<file path="src/rtl/booth_pkg.sv">
// Shared types and constants for the Booth radix-2 multiplier.
package booth_pkg;

  // Controller states; the encoding is exported on the debug state output.
  typedef enum logic [3:0] {
    IDLE  = 4'd0,
    CLR   = 4'd1,
    LDM   = 4'd2,
    LDQ   = 4'd3,
    EVAL  = 4'd4,
    ADD   = 4'd5,
    SUB   = 4'd6,
    SHIFT = 4'd7,
    DONE  = 4'd8
  } booth_state_e;

  // Polarity of the addsub strobe into the adder/subtractor.
  localparam logic ADDSUB_ADD = 1'b1;
  localparam logic ADDSUB_SUB = 1'b0;

endpackage

</file>
<file path="src/rtl/booth_if.sv">
// Operand/result bundle between a requester and the multiplier.
// Handshake: the requester raises start (level) and keeps it high; the
// multiplier samples M from bus while in LDM and Q from bus while in LDQ,
// then holds done=1 with product valid until start is dropped. A new
// operation starts only after start has been low for at least one cycle.
interface booth_if #(
  parameter int N = 16
);
  import booth_pkg::*;

  logic             start;
  logic [N-1:0]     bus;
  logic             done;
  logic [2*N-1:0]   product;
  booth_state_e     state;    // debug view of the controller state

  modport master (
    output start,
    output bus,
    input  done,
    input  product,
    input  state
  );

  modport slave (
    input  start,
    input  bus,
    output done,
    output product,
    output state
  );
endinterface

</file>
<file path="src/rtl/booth_ctrl.sv">
// Booth controller FSM: sequences clear, operand loads and the
// evaluate / add-or-subtract / shift loop, then holds in DONE.
module booth_ctrl (
  input  logic                    clk,
  input  logic                    rst_n,
  input  logic                    start,
  input  logic                    q0,
  input  logic                    q1,
  input  logic                    eqz,
  output logic                    lda,
  output logic                    clra,
  output logic                    shfta,
  output logic                    ldq,
  output logic                    clrq,
  output logic                    shftq,
  output logic                    ldm,
  output logic                    clrf,
  output logic                    addsub,
  output logic                    dec,
  output logic                    ldc,
  output logic                    done,
  output booth_pkg::booth_state_e state
);
  import booth_pkg::*;

  booth_state_e state_r;
  booth_state_e state_nx;

  // State register.
  always_ff @(posedge clk or negedge rst_n) begin
    if (!rst_n) state_r <= IDLE;
    else        state_r <= state_nx;
  end

  // Next-state logic; start is only looked at in IDLE and DONE.
  always_comb begin
    state_nx = state_r;
    unique case (state_r)
      IDLE:  if (start) state_nx = CLR;
      CLR:   state_nx = LDM;
      LDM:   state_nx = LDQ;
      LDQ:   state_nx = EVAL;
      EVAL: begin
        unique case ({q0, q1})
          2'b01:   state_nx = ADD;
          2'b10:   state_nx = SUB;
          default: state_nx = SHIFT;
        endcase
      end
      ADD:   state_nx = SHIFT;
      SUB:   state_nx = SHIFT;
      SHIFT: state_nx = eqz ? DONE : EVAL;
      DONE:  if (!start) state_nx = IDLE;
      default: state_nx = IDLE;
    endcase
  end

  // Moore strobes decoded from the current state.
  always_comb begin
    lda    = 1'b0;
    clra   = 1'b0;
    shfta  = 1'b0;
    ldq    = 1'b0;
    clrq   = 1'b0;
    shftq  = 1'b0;
    ldm    = 1'b0;
    clrf   = 1'b0;
    addsub = ADDSUB_SUB;
    dec    = 1'b0;
    ldc    = 1'b0;
    done   = 1'b0;
    unique case (state_r)
      CLR: begin
        clra = 1'b1;
        clrf = 1'b1;
      end
      LDM:   ldm = 1'b1;
      LDQ: begin
        ldq = 1'b1;
        ldc = 1'b1;
      end
      ADD: begin
        lda    = 1'b1;
        addsub = ADDSUB_ADD;
      end
      SUB: begin
        lda    = 1'b1;
        addsub = ADDSUB_SUB;
      end
      SHIFT: begin
        shfta = 1'b1;
        shftq = 1'b1;
        dec   = 1'b1;
      end
      DONE:  done = 1'b1;
      default: ;
    endcase
  end

  // Debug view of the current state.
  always_comb begin
    state = state_r;
  end

endmodule

</file>
<file path="src/rtl/booth_datapath.sv">
// Booth datapath: accumulator A, multiplier Q, Q-1 flop, multiplicand M,
// bit counter and the shared adder/subtractor. Driven purely by strobes.
module booth_datapath #(
  parameter int N = 16,
  parameter int W = 4
) (
  input  logic           clk,
  input  logic           rst_n,
  input  logic [N-1:0]   bus,
  input  logic           lda,
  input  logic           clra,
  input  logic           shfta,
  input  logic           ldq,
  input  logic           clrq,
  input  logic           shftq,
  input  logic           ldm,
  input  logic           clrf,
  input  logic           addsub,
  input  logic           dec,
  input  logic           ldc,
  output logic           q0,
  output logic           q1,
  output logic           eqz,
  output logic [2*N-1:0] product
);
  import booth_pkg::*;

  localparam logic [W-1:0] CNT_INIT = W'(N - 1);

  logic [N-1:0] a_r;
  logic [N-1:0] q_r;
  logic [N-1:0] m_r;
  logic         q1_r;
  logic [W-1:0] cnt_r;
  logic [N-1:0] alu;

  // Adder/subtractor result; carry out is dropped (modulo 2^N).
  always_comb begin
    alu = (addsub == ADDSUB_ADD) ? (a_r + m_r) : (a_r - m_r);
  end

  // Accumulator: load from the adder beats clear; shift is arithmetic.
  always_ff @(posedge clk or negedge rst_n) begin
    if (!rst_n)     a_r <= '0;
    else if (lda)   a_r <= alu;
    else if (clra)  a_r <= '0;
    else if (shfta) a_r <= {a_r[N-1], a_r[N-1:1]};
  end

  // Multiplier register: receives A[0] on the right shift.
  always_ff @(posedge clk or negedge rst_n) begin
    if (!rst_n)     q_r <= '0;
    else if (ldq)   q_r <= bus;
    else if (clrq)  q_r <= '0;
    else if (shftq) q_r <= {a_r[0], q_r[N-1:1]};
  end

  // Q-1 flop: captures the bit shifted out of Q.
  always_ff @(posedge clk or negedge rst_n) begin
    if (!rst_n)     q1_r <= 1'b0;
    else if (clrf)  q1_r <= 1'b0;
    else if (shftq) q1_r <= q_r[0];
  end

  // Multiplicand register.
  always_ff @(posedge clk or negedge rst_n) begin
    if (!rst_n)   m_r <= '0;
    else if (ldm) m_r <= bus;
  end

  // Bit counter: loaded with N-1, decremented on each non-final shift.
  always_ff @(posedge clk or negedge rst_n) begin
    if (!rst_n)            cnt_r <= '0;
    else if (ldc)          cnt_r <= CNT_INIT;
    else if (dec && !eqz)  cnt_r <= cnt_r - 1'b1;
  end

  // Status back to the controller and the product view.
  always_comb begin
    q0      = q_r[0];
    q1      = q1_r;
    eqz     = (cnt_r == '0);
    product = {a_r, q_r};
  end

endmodule

</file>
<file path="src/rtl/booth_multiplier.sv">
// Sequential signed Booth radix-2 multiplier: controller plus datapath.
module booth_multiplier #(
  parameter int N = 16,
  parameter int W = 4
) (
  input  logic clk,
  input  logic rst_n,
  booth_if.slave bif
);
  import booth_pkg::*;

  logic lda, clra, shfta, ldq, clrq, shftq, ldm, clrf, addsub, dec, ldc;
  logic q0, q1, eqz;

  booth_ctrl u_ctrl (
    .clk    (clk),
    .rst_n  (rst_n),
    .start  (bif.start),
    .q0     (q0),
    .q1     (q1),
    .eqz    (eqz),
    .lda    (lda),
    .clra   (clra),
    .shfta  (shfta),
    .ldq    (ldq),
    .clrq   (clrq),
    .shftq  (shftq),
    .ldm    (ldm),
    .clrf   (clrf),
    .addsub (addsub),
    .dec    (dec),
    .ldc    (ldc),
    .done   (bif.done),
    .state  (bif.state)
  );

  booth_datapath #(
    .N (N),
    .W (W)
  ) u_dp (
    .clk     (clk),
    .rst_n   (rst_n),
    .bus     (bif.bus),
    .lda     (lda),
    .clra    (clra),
    .shfta   (shfta),
    .ldq     (ldq),
    .clrq    (clrq),
    .shftq   (shftq),
    .ldm     (ldm),
    .clrf    (clrf),
    .addsub  (addsub),
    .dec     (dec),
    .ldc     (ldc),
    .q0      (q0),
    .q1      (q1),
    .eqz     (eqz),
    .product (bif.product)
  );

endmodule

</file>
<file path="src/flat_wrapper.sv">
// flat-port wrapper written by rule: the top's interface ports become plain ports
module booth_multiplier_flat import booth_pkg::*;
#(
  parameter int N = 16,
  parameter int W = 4
)
  (clk, rst_n, bif_start, bif_bus, bif_done, bif_product, bif_state);
  booth_if #(.N(N)) bif_i ();
  input  logic clk;
  input  logic rst_n;
  input wire logic [$bits(bif_i.start)-1:0] bif_start;
  input wire logic [$bits(bif_i.bus)-1:0] bif_bus;
  output wire logic [$bits(bif_i.done)-1:0] bif_done;
  output wire logic [$bits(bif_i.product)-1:0] bif_product;
  output wire logic [$bits(bif_i.state)-1:0] bif_state;
  assign bif_i.start = bif_start;
  assign bif_i.bus = bif_bus;
  assign bif_done = bif_i.done;
  assign bif_product = bif_i.product;
  assign bif_state = bif_i.state;
  booth_multiplier #(.N(N), .W(W)) u_core (.clk(clk), .rst_n(rst_n), .bif(bif_i));
endmodule
</file>
<file path="config.mk">
export PLATFORM = sky130hd
export DESIGN_NAME = booth_multiplier_flat
export DESIGN_NICKNAME = d
export VERILOG_FILES = /design/src/rtl/booth_pkg.sv /design/src/rtl/booth_if.sv /design/src/rtl/booth_ctrl.sv /design/src/rtl/booth_datapath.sv /design/src/rtl/booth_multiplier.sv /design/src/flat_wrapper.sv
export SDC_FILE = /design/constraint.sdc
export NUM_CORES = 1
export LEC_CHECK = 0
export CORE_MARGIN = 2
export CORE_UTILIZATION = 45
export CTS_BUF_LIST = sky130_fd_sc_hd__clkbuf_8
export CTS_CLUSTER_SIZE = 40
export DETAILED_ROUTE_END_ITERATION = 6
export PLACE_DENSITY = 0.66
export RECOVER_POWER = 100
export SETUP_SLACK_MARGIN = 0.05
export SLEW_MARGIN = 20
export SYNTH_ARGS = -nofsm -noshare
export SYNTH_HDL_FRONTEND = slang
export SYNTH_HIERARCHICAL = 1
export SYNTH_SLANG_ARGS = --single-unit
</file>
<file path="constraint.sdc">
create_clock -name clk -period 7.3 [get_ports clk]
set_input_delay 1.46 -clock clk [delete_from_list [all_inputs] [get_ports clk]]
set_output_delay 1.46 -clock clk [all_outputs]
set_load 0.005 [all_outputs]
</file>
==> metrics.md <==
| Metric | Value |
|---|---|
| Top post-synthesis cells by area | dfrtp_1 (38%), mux2i_1 (8.5%), ha_1 (7.0%), mux2_2 (3.9%), xor2_1 (3.5%) |
| Tot GR Track Use | 0.2036 |
| Post-synth EDFFs | 0 |
| Crit path max fanout | 20 |
| Fin. Hold Viols | 0 |
| Port Buffers | 55 |
| Die Height | 95.29 microns |
| Antenna cells | 0 |
| Status | finished, violations left |
| Initial drt markers | 153 |
| Clock root buffer | clkbuf_8 |
| Synth cell types | 58 |
| Maximum clock frequency | 0.2414 GHz |
| Min cycle time layout | 4.143 ns |
| Hold path cells | 1 |
| Yosys warnings | 6 |
| CTS Hold Bufs | 0 |
| Post-Syn Instances | 376 |
| Worst Tran Pin Value | 3.057 ns |
| Final Setup Violations | 0 |
| Switching Share | 0.4577 |
| Post-synth net total | 417 |
| PnR worst setup slack | 3.157 ns |
| Routability cong. | 0.9094 |
| Die Area | 0.009079 sq mm |
| Num Clock Sinks | 57 |
| CP startpoint kind | flop |
| Area occupied by registers | 0.001426 sq mm |
| Initial antenna violation count | 0 |
| Reg-to-reg setup timing slack | 3.16 ns |
| Core area | 0.008134 sq mm |
| Global-route wire length before repair | 14.28 mm |
| R2r endpoint | u_core/u_dp/cnt_r[3] |
| Detail Placement HPWL | 6.144 mm |
| Worst-Skew Late Latency | 0.34 ns |
| Worst EP arrival | 4.38 ns |
| Max Root-Sink Buffers | 2 |
| DRC viols | 0 |
| Period utilization | 0.5675 |
| Post-route ant nets | 0 |
| Area of the multi-input gates | 0.002105 sq mm |
| Cell Chain, Critical Path | nand2b_2, nor2_1, clkbuf_1, nand2b_1, nor4_1, xnor2_1, nand2b_1 |
| Sequential fraction of the synthesis area | 0.3804 |
| Int Power | 1.262 mW |
| Starting Density | 0.4610 |
| Critical path's slowest cell | nor2_1 |
| Syn_area_per_cell | 9.973 sq um |
| FILL cells | 737 |
| Crit-path most repeated cell | nand2b_1 |
| Final WL | 8.598 mm |
| Num ports | 56 |
| Critical Path Start | u_core/u_ctrl/state[3] |
| Setup_tns | 0 ns |
| Total Nets Final | 464 |
| Slew HR | -1.038 |
| Crit Path Class | reg -> reg |
| Hold Path Class | reg -> reg |
| Worst Hold Path EP | u_core/u_dp/cnt_r[1] |
| CTS resizes | 0 |
| Place WS | 3.660 ns |
| Hold Startpoint | u_core/u_dp/cnt_r[1] |
| Total net switching power | 1.065 mW |
| Layout cell share with drive strength beyond 1 | 0.1051 |
| Synth cell count leaders | dfrtp_1 (57), mux2i_1 (32), nand2_1 (32), o21ai_0 (26), ha_1 (21) |
| Mapped cell area | 0.003750 sq mm |
| CP max stage delay | 1.39 ns |
| Async SR Flop Fraction | 1.000 |
| Total gr overflow | 0 |
| Post-CTS Setup Inserts | 0 |
| Count leader, synth | dfrtp_1 |
| Area added between synthesis and finish | 18.62% |
| Final Slew Violations | 76 |
| Ys flop type | dfrtp_1 |
| Synth Register Bits | 57 |
| Pwr Density | 523.0 mW/mm^2 |
| Unrepaired setup endpoints after global routing | false |
| Clk pwr share | 0.112 |
| Vias in the first global route | 2967 |
| Worst Path Required | 7.54 ns |
| CTS tree | built |
| Synth area leader | dfrtp_1 |
| MaxCap Viol Count | 2 |
| Post-synth top area share | 0.3804 |
| Worst R2R Path Depth | 7 |
| Combinational share of power | 0.618 |
| Largest net degree at the start of global routing | 58 |
| CTS Buf Count | 9 |
| Drt via density | 5.589 |
| Reg2Reg Launch Point | u_core/u_ctrl/state[3] |
| Average wire per standard cell | 16.13 microns |
| Row count | 33 |
| H-tree depth | 3 |
| Static leakage | 1.827 nW |
| Failing checks | capacitance limit, slew limit |
| Worst IR Drop VDD | 142.5 uV |
| Die X | 95.29 microns |
| Setup crit end kind | flop |
| DR vias | 2979 |
| Reg power frac | 0.270 |
| Pre-antenna DRT Iters | 4 |
| Clock transition at path regs | 0.07 ns |
| Setup Skew | 0.008964 ns |
worst max-delay path, delay by kind of cell (launching register included):
kind / cells / cell delay [ns]
AND/OR/NAND/NOR: 5 / 2.28
buffers and inverters: 1 / 1.10
XOR/XNOR: 1 / 0.16
flip-flops: 1 / 0.48
flip-flops by register name (all words and copies together) (netlist names):
name	flops
u_core/u_dp/q_r	16
u_core/u_dp/a_r	16
u_core/u_dp/cnt_r	4
u_core/u_ctrl/state	4
u_core/u_dp/m_r	16
u_core/u_dp/q1	1
layout make-up:
| cell class | count | area share |
|---|---|---|
| clock inverter | 6 | 0.007876 |
| sequential | 57 | 0.3207 |
| multi-input combinational | 284 | 0.4731 |
| timing repair buffer | 59 | 0.1277 |
| clock buffer | 10 | 0.03094 |
| tap | 105 | 0.02954 |
| inverter | 12 | 0.01013 |
per-stage QoR:
step / cells / hold WS (ns) / util / area, sq um / power, mW
after floorplan: 376 / 0.4819 / - / 3750 / 1.741
after global placement: 517 / 0.5032 / 0.5330 / 4335 / 2.097
after detailed placement: 517 / 0.5075 / 0.5330 / 4335 / 2.124
after CTS: 533 / 0.5263 / 0.5542 / 4508 / 2.408
after global routing: 533 / 0.5548 / 0.5468 / 4448 / 2.544
final: 533 / 0.5251 / 0.5468 / 4448 / 2.326
cell usage in the layout, fill, tap and decap left out, types with 4 or more instances in the layout:
cell type	instances
dfrtp_1	57
dlygate4sd3_1	52
nand2_1	32
mux2i_1	32
o21ai_0	27
ha_1	21
a21oi_1	18
nor2_1	15
xor2_1	15
inv_1	12
xnor2_1	12
mux2_2	12
nor3_1	11
clkbuf_8	10
o22ai_1	9
nand3_1	8
nand2b_1	7
a31oi_1	6
a211oi_1	5
and3_1	4
power by group through the flow:
stage               clock, mW  combinational (mW)  sequential (mW)
finish                  0.261                1.44            0.627
global route            0.286                1.60            0.654
CTS                     0.272                1.50            0.634
detailed placement          0                1.49            0.638
global placement            0                1.46            0.633
floorplan                   0                1.15            0.592
layer usage:
| metal | GRT usage | routed length (microns) |
|---|---|---|
| met4 | 0.08696 | 150 |
| met5 | 0 | 0 |
| met3 | 0.03636 | 346 |
| met1 | 0.2871 | 4346 |
| met2 | 0.3069 | 3753 |
logic make-up after synthesis:
kind of cell,synth area share
simple gates,0.1395
compound gates,0.1678
flops,0.3804
mux,0.1245
buf+inv,0.04838
xor+xnor,0.06306
fa+ha+maj,0.07541
other cells,0.001000
worst max path at each step:
stage / end / slack (ns) / depth (start not counted)
2_1_floorplan: u_core/u_dp/a_r[14] / 4.32 / 12
3_3_place_gp: u_core/u_dp/a_r[14] / 3.75 / 10
3_5_place_dp: u_core/u_dp/a_r[14] / 3.66 / 10
4_1_cts: u_core/u_dp/a_r[14] / 3.64 / 10
5_1_grt: u_core/u_dp/q_r[14] / 2.61 / 2
6_report: u_core/u_dp/cnt_r[3] / 3.16 / 7
No activity file was read; power rests on OpenSTA's default activity.
==> RTL change 1: new RTL, config.mk and constraints unchanged <==
`W` is set to 4 in 3 places; all go to 6.
--- a/src/rtl/booth_datapath.sv
+++ b/src/rtl/booth_datapath.sv
@@ -2,7 +2,7 @@
 // bit counter and the shared adder/subtractor. Driven purely by strobes.
 module booth_datapath #(
   parameter int N = 16,
-  parameter int W = 4
+  parameter int W = 6
 ) (
   input  logic           clk,
   input  logic           rst_n,
--- a/src/rtl/booth_multiplier.sv
+++ b/src/rtl/booth_multiplier.sv
@@ -1,7 +1,7 @@
 // Sequential signed Booth radix-2 multiplier: controller plus datapath.
 module booth_multiplier #(
   parameter int N = 16,
-  parameter int W = 4
+  parameter int W = 6
 ) (
   input  logic clk,
   input  logic rst_n,
--- a/src/flat_wrapper.sv
+++ b/src/flat_wrapper.sv
@@ -2,7 +2,7 @@
 module booth_multiplier_flat import booth_pkg::*;
 #(
   parameter int N = 16,
-  parameter int W = 4
+  parameter int W = 6
 )
   (clk, rst_n, bif_start, bif_bus, bif_done, bif_product, bif_state);
   booth_if #(.N(N)) bif_i ();
Formal check against the unedited RTL: same outputs for any inputs over 10 cycles, from zero or initial values and one cycle with rst_n low; that may be too few to reach the edited logic, so the function may still have changed.
==> RTL change 1 against the unedited design <==
The run still ends with max-capacitance violations, max-slew violations left; clock power grew 4%; design area is 1.4% higher; power fell by 7.8%; die area up 0.35%; register-to-register slack gained 0.52 ns; synthesized cell count up 0.80%; area after synthesis increased by 0.37%; count of clock-buffer cells in the layout up 1; combinational power fell by 14%; wire length decreased by 2.3%; sequential cell count is 2 higher; worst setup slack better by 0.014 ns.
==> RTL change 1: results (changes against the unedited design) <==
| Metric | Value |
|---|---|
| Vias in the first global route | `2808 (-5.4%)` |
| Layout clock area frac | `3.938% (+0.056 points)` |
| CP max-delay cell | `clkbuf_1` |
| Non-Filler Instances | `536 (+0.56%)` |
| Hold Path Sink | `u_core/u_dp/m_r[15]$_DFFE_PN0P_` |
| Met2 usage | `29.52% (-1.2 points)` |
| Final Net Count | `469 (+1.1%)` |
| MaxCap Viol Count | `2 (unchanged)` |
| FF/Latch Area | `1476 um2 (+3.5%)` |
| Pwr Density | `475.1 nW/um2 (-9.1%)` |
| HPWL Detailed | `5988 um (-2.5%)` |
| Measured slew at the worst slew-check pin | `3.242 ns (+0.1851 ns)` |
| Post-Synthesis Cells | `379 (+0.80%)` |
| Terminus of the critical flop-to-flop path | `u_core/u_dp/a_r[13]$_DFFE_PN0P_` |
| Share of cells above drive strength 1 | `9.745% (-0.77 points)` |
| Failing checks | `max-capacitance violations, max-slew violations` |
| Hold slack | `0.5290 ns (+0.003928 ns)` |
| Post-place setup slack | `3.626 ns (-0.03347 ns)` |
| Outcome | `finished, violations left` |
| Placed Instance Area | `4364 um2 (+0.66%)` |
| Initial DRC Count | `123 (-20%)` |
| P_sw | `935.6 uW (-12%)` |
| Top area cells in the synthesized netlist | `dfrtp_1 39%, mux2i_1 8.5%, ha_1 7.3%` |
| Max Slew Vio Count | `96 (+26%)` |
| Metal-1 WL | `4244 um (-2.3%)` |
| Hold Path Origin | `u_core/u_dp/m_r[15]$_DFFE_PN0P_` |
| CP top delay family | `buffers and inverters` |
| Fin util | `55.19% (+0.50 points)` |
| GR Layer Usage met3 | `4.111% (+0.47 points)` |
| Fraction of area in multi-input gates | `46.67% (-0.64 points)` |
| Max IR drop VDD | `0.1458 mV (+2.3%)` |
| Critical Path Start | `rst_n` |
| Seq/Total Area, Yosys | `39.23% (+1.2 points)` |
| Distinct cells, synth | `57 (-1.7%)` |
| Met3 WL | `290 um (-16%)` |
| Gr usage total | `19.94% (-0.41 points)` |
| Depth of the most critical reg-to-reg path | `11 (+4)` |
| Net Count, Synth | `421 (+0.96%)` |
| WL/cell | `15.67 um (-2.8%)` |
| Post-synth top cells | `59 x dfrtp_1, 32 x mux2i_1, 28 x nand2_1, 27 x o21ai_0, 25 x nor2_1` |
| DR WL met2 | `3768 um (+0.40%)` |
| RD Place Congestion | `0.7978 (-12%)` |
| Fin crit period | `4.129 ns (-0.01386 ns)` |
| DR vias/cell | `5.479 (-2.0%)` |
| Largest net degree at the start of global routing | `60 (+3.4%)` |
| First-pass GRT wire length | `14120 um (-1.1%)` |
[RTL change 1: power groups by stage]
stage / combinational (uW) / sequential (uW) / clock (uW)
global route: 1390 / 654 / 296
CTS: 1280 / 632 / 279
finish: 1240 / 626 / 272
floorplan: 940 / 595 / 0
global placement: 1250 / 634 / 0
detailed placement: 1270 / 636 / 0
[RTL change 1: logic make-up (layout without fill, tap and decap cells)]
| logic type | Yosys count | count (layout) | synth area share (%) |
|---|---|---|---|
| AOI/OAI and AO/OA | 90 | 90 | 14.83 |
| xor gates and xnor gates | 31 | 31 | 7.414 |
| adders and majority gates | 23 | 23 | 7.846 |
| buffers and inverters | 36 | 88 | 4.621 |
| DFF | 59 | 59 | 39.23 |
| muxes | 45 | 45 | 12.40 |
| other | 1 | 1 | 0.09964 |
| and+or+nand+nor | 94 | 94 | 13.56 |
==> RTL change 2: new RTL, same flow settings <==
Without the edit above. Make the reset (`rst_n`) synchronous in 6 clocked blocks.
--- a/src/rtl/booth_ctrl.sv
+++ b/src/rtl/booth_ctrl.sv
@@ -27,7 +27,7 @@
   booth_state_e state_nx;
 
   // State register.
-  always_ff @(posedge clk or negedge rst_n) begin
+  always_ff @(posedge clk) begin
     if (!rst_n) state_r <= IDLE;
     else        state_r <= state_nx;
   end
--- a/src/rtl/booth_datapath.sv
+++ b/src/rtl/booth_datapath.sv
@@ -40,7 +40,7 @@
   end
 
   // Accumulator: load from the adder beats clear; shift is arithmetic.
-  always_ff @(posedge clk or negedge rst_n) begin
+  always_ff @(posedge clk) begin
     if (!rst_n)     a_r <= '0;
     else if (lda)   a_r <= alu;
     else if (clra)  a_r <= '0;
@@ -48,7 +48,7 @@
   end
 
   // Multiplier register: receives A[0] on the right shift.
-  always_ff @(posedge clk or negedge rst_n) begin
+  always_ff @(posedge clk) begin
     if (!rst_n)     q_r <= '0;
     else if (ldq)   q_r <= bus;
     else if (clrq)  q_r <= '0;
@@ -56,20 +56,20 @@
   end
 
   // Q-1 flop: captures the bit shifted out of Q.
-  always_ff @(posedge clk or negedge rst_n) begin
+  always_ff @(posedge clk) begin
     if (!rst_n)     q1_r <= 1'b0;
     else if (clrf)  q1_r <= 1'b0;
     else if (shftq) q1_r <= q_r[0];
   end
 
   // Multiplicand register.
-  always_ff @(posedge clk or negedge rst_n) begin
+  always_ff @(posedge clk) begin
     if (!rst_n)   m_r <= '0;
     else if (ldm) m_r <= bus;
   end
 
   // Bit counter: loaded with N-1, decremented on each non-final shift.
-  always_ff @(posedge clk or negedge rst_n) begin
+  always_ff @(posedge clk) begin
     if (!rst_n)            cnt_r <= '0;
     else if (ldc)          cnt_r <= CNT_INIT;
     else if (dec && !eqz)  cnt_r <= cnt_r - 1'b1;
Formal check against the unedited RTL: differs if rst_n is asserted again (counterexample within 4 cycles, from zero or initial values and one cycle with rst_n low); with rst_n held inactive, the same outputs for 10 cycles.
==> RTL change 2 against the unedited design <==
The flow still finishes with violations (max-capacitance violations, max-slew violations); critical path depth decreased by 2; worst setup slack worse by 0.13 ns; wire length fell by 4.9%; sequential cell count did not move; design area down 2.7%; synthesized cell count rose by 11%; area after synthesis decreased by 4.5%.
Power is not compared: it rests on default switching activity, and its combinational part moved more than twofold at a synthesized area within 25%.
==> RTL change 2: results (changes against the unedited design) <==
| Metric | Value |
|---|---|
| First-pass GRT wire length | `13920 um (-2.6%)` |
| Number of CTS-inserted buffers | `9 (unchanged)` |
| CTS root buffer | `clkbuf_8` |
| Pleak | `0.001699 uW` |
| Initial DRC Count | `143 (-6.5%)` |
| Via count | `3110 (+4.4%)` |
| Metal-1 WL | `4147 um (-4.6%)` |
| Post_cts resized | `0 (unchanged)` |
| Outcome | `finished, violations left` |
| Max Slew Vio Count | `51 (-33%)` |
| Number of I/O port buffers | `55 (unchanged)` |
| Vias in the first global route | `2921 (-1.6%)` |
| Seq/Total Area, Yosys | `31.88% (-6.2 points)` |
| Setup Buffers After CTS | `0 (unchanged)` |
| Worst-skew pair later-pin latency | `0.32 ns (-0.02 ns)` |
| Ys async rst share | `0% (-100 points)` |
| Gr usage total | `19.83% (-0.53 points)` |
| Regs by FF count | `u_core/u_dp/a_r: 16 flops, u_core/u_dp/m_r: 16 flops, u_core/u_dp/q_r: 16 flops` |
| Crit path DAT | `4.52 ns (+0.14 ns)` |
| Max IR drop VDD | `0.09844 mV` |
| HPWL Detailed | `5927 um (-3.5%)` |
| MaxCap Viol Count | `1 (-1)` |
| Final Net Count | `504 (+8.6%)` |
| Worst Path Max Fanout | `50 (+150%)` |
| # diodes | `0 (unchanged)` |
| Top Layer Used | `met4` |
| Post-place setup slack | `3.939 ns (+0.2793 ns)` |
| Largest net degree at the start of global routing | `51 (-12%)` |
| Top area cells in the synthesized netlist | `dfxtp_1 32%, ha_1 7.3%, mux2i_1 7.3%` |
| Slew HR | `-22.49% (+81 points)` |
| DRT Pass-1 Iters | `5 (+1)` |
| Distinct cells, synth | `54 (-6.9%)` |
| Share of cells above drive strength 1 | `7.051% (-3.5 points)` |
| Post-synth top cells | `57 x dfxtp_1, 45 x o21ai_0, 36 x a21oi_1, 30 x nand2_1, 26 x mux2i_1` |
| Antenna violations before repair | `0 (unchanged)` |
| Failing checks | `max-capacitance violations, max-slew violations` |
| Routed wire length | `8173 um (-4.9%)` |
| Main synth FF type | `dfxtp_1` |
| Met3 WL | `402 um (+16%)` |
| Clock Skews | `0.008437 ns (-0.0005271 ns)` |
| Htree depth | `3 (unchanged)` |
| Clk pin slew, worst setup/hold paths | `0.07 ns (about the same)` |
| RD Place Congestion | `0.9506 (+4.5%)` |
| Hold crit path type | `reg2reg` |
| Depth of the most critical reg-to-reg path | `12 (+5)` |
| DR WL met2 | `3584 um (-4.5%)` |
| Yosys warns | `6 (unchanged)` |
| Hold path cells | `2 (+1)` |
| Net Count, Synth | `458 (+9.8%)` |
| Max Root-Sink Buffers | `2 (unchanged)` |
RTL change 2: final cells by class:
| type | count | area [um2] |
|---|---|---|
| fillers | 687 | 3398 |
| multi-input cells | 324 | 2238 |
| flip-flops and latches | 57 | 1141 |
| repair buffers | 60 | 584.3 |
| clock buffers | 10 | 137.6 |
| well taps | 102 | 127.6 |
| clock inverters | 6 | 58.81 |
| inverters | 11 | 41.29 |
RTL change 2: per-stage QoR:
stage / instance area [um2] / hold slack (ns) / power (uW) / instances / util [%]
floorplan: 3580 / 0.4826 / 556.2 / 417 / -
global route: 4329 / 0.5621 / 963.7 / 570 / 56.02
detailed placement: 4159 / 0.5171 / 625.9 / 554 / 53.82
CTS: 4355 / 0.5317 / 919.3 / 570 / 56.36
finish: 4329 / 0.5231 / 906.4 / 570 / 56.02
global placement: 4159 / 0.5004 / 622.5 / 554 / 53.82
RTL change 2: path summary, 6_finish.rpt:
check | startpoint | endpoint | slack, ns
setup / recovery | rst_n | u_core/u_dp/a_r[15]$_SDFFE_PN0P_ | 3.02
hold / removal | u_core/u_dp/m_r[14]$_SDFFE_PN0P_ | u_core/u_dp/m_r[14]$_SDFFE_PN0P_ | 0.52
setup reg to reg | u_core/u_ctrl/state[2]$_SDFFE_PN0P_ | u_core/u_dp/a_r[13]$_SDFFE_PN0P_ | 3.92
hold reg to reg | u_core/u_dp/m_r[14]$_SDFFE_PN0P_ | u_core/u_dp/m_r[14]$_SDFFE_PN0P_ | 0.52
RTL change 2: worst max-delay path, stage by stage:
cell           delay [ns]
dlygate4sd3_1        0.52
clkbuf_1             1.31
nand2_1              0.59
or2_2                0.44
o211ai_1             0.18
RTL change 2: power by group:
group	switching (uW)	total (uW)	internal [uW]
Sequential	19.7	347	327
Combinational	145	270	125
Clock	125	289	164
Total	290	906	616
RTL change 2: kinds of logic after synthesis:
logic type	Yosys count	synth area share (%)
AND/OR/NAND/NOR	110	16.67
flip-flops	57	31.88
adder cells (fa/ha/maj)	22	7.899
AO/OA/AOI/OAI	131	22.20
multiplexers	31	8.843
other	1	0.1048
buffers and inverters	36	5.103
XOR/XNOR	29	7.305
RTL change 2: routing by layer:
layer	vias to the layer above	GRT usage (%)
li1	1583	-
met1	1430	28.41
met2	95	30.13
met3	2	4.593
met4	0	4.902
met5	-	0
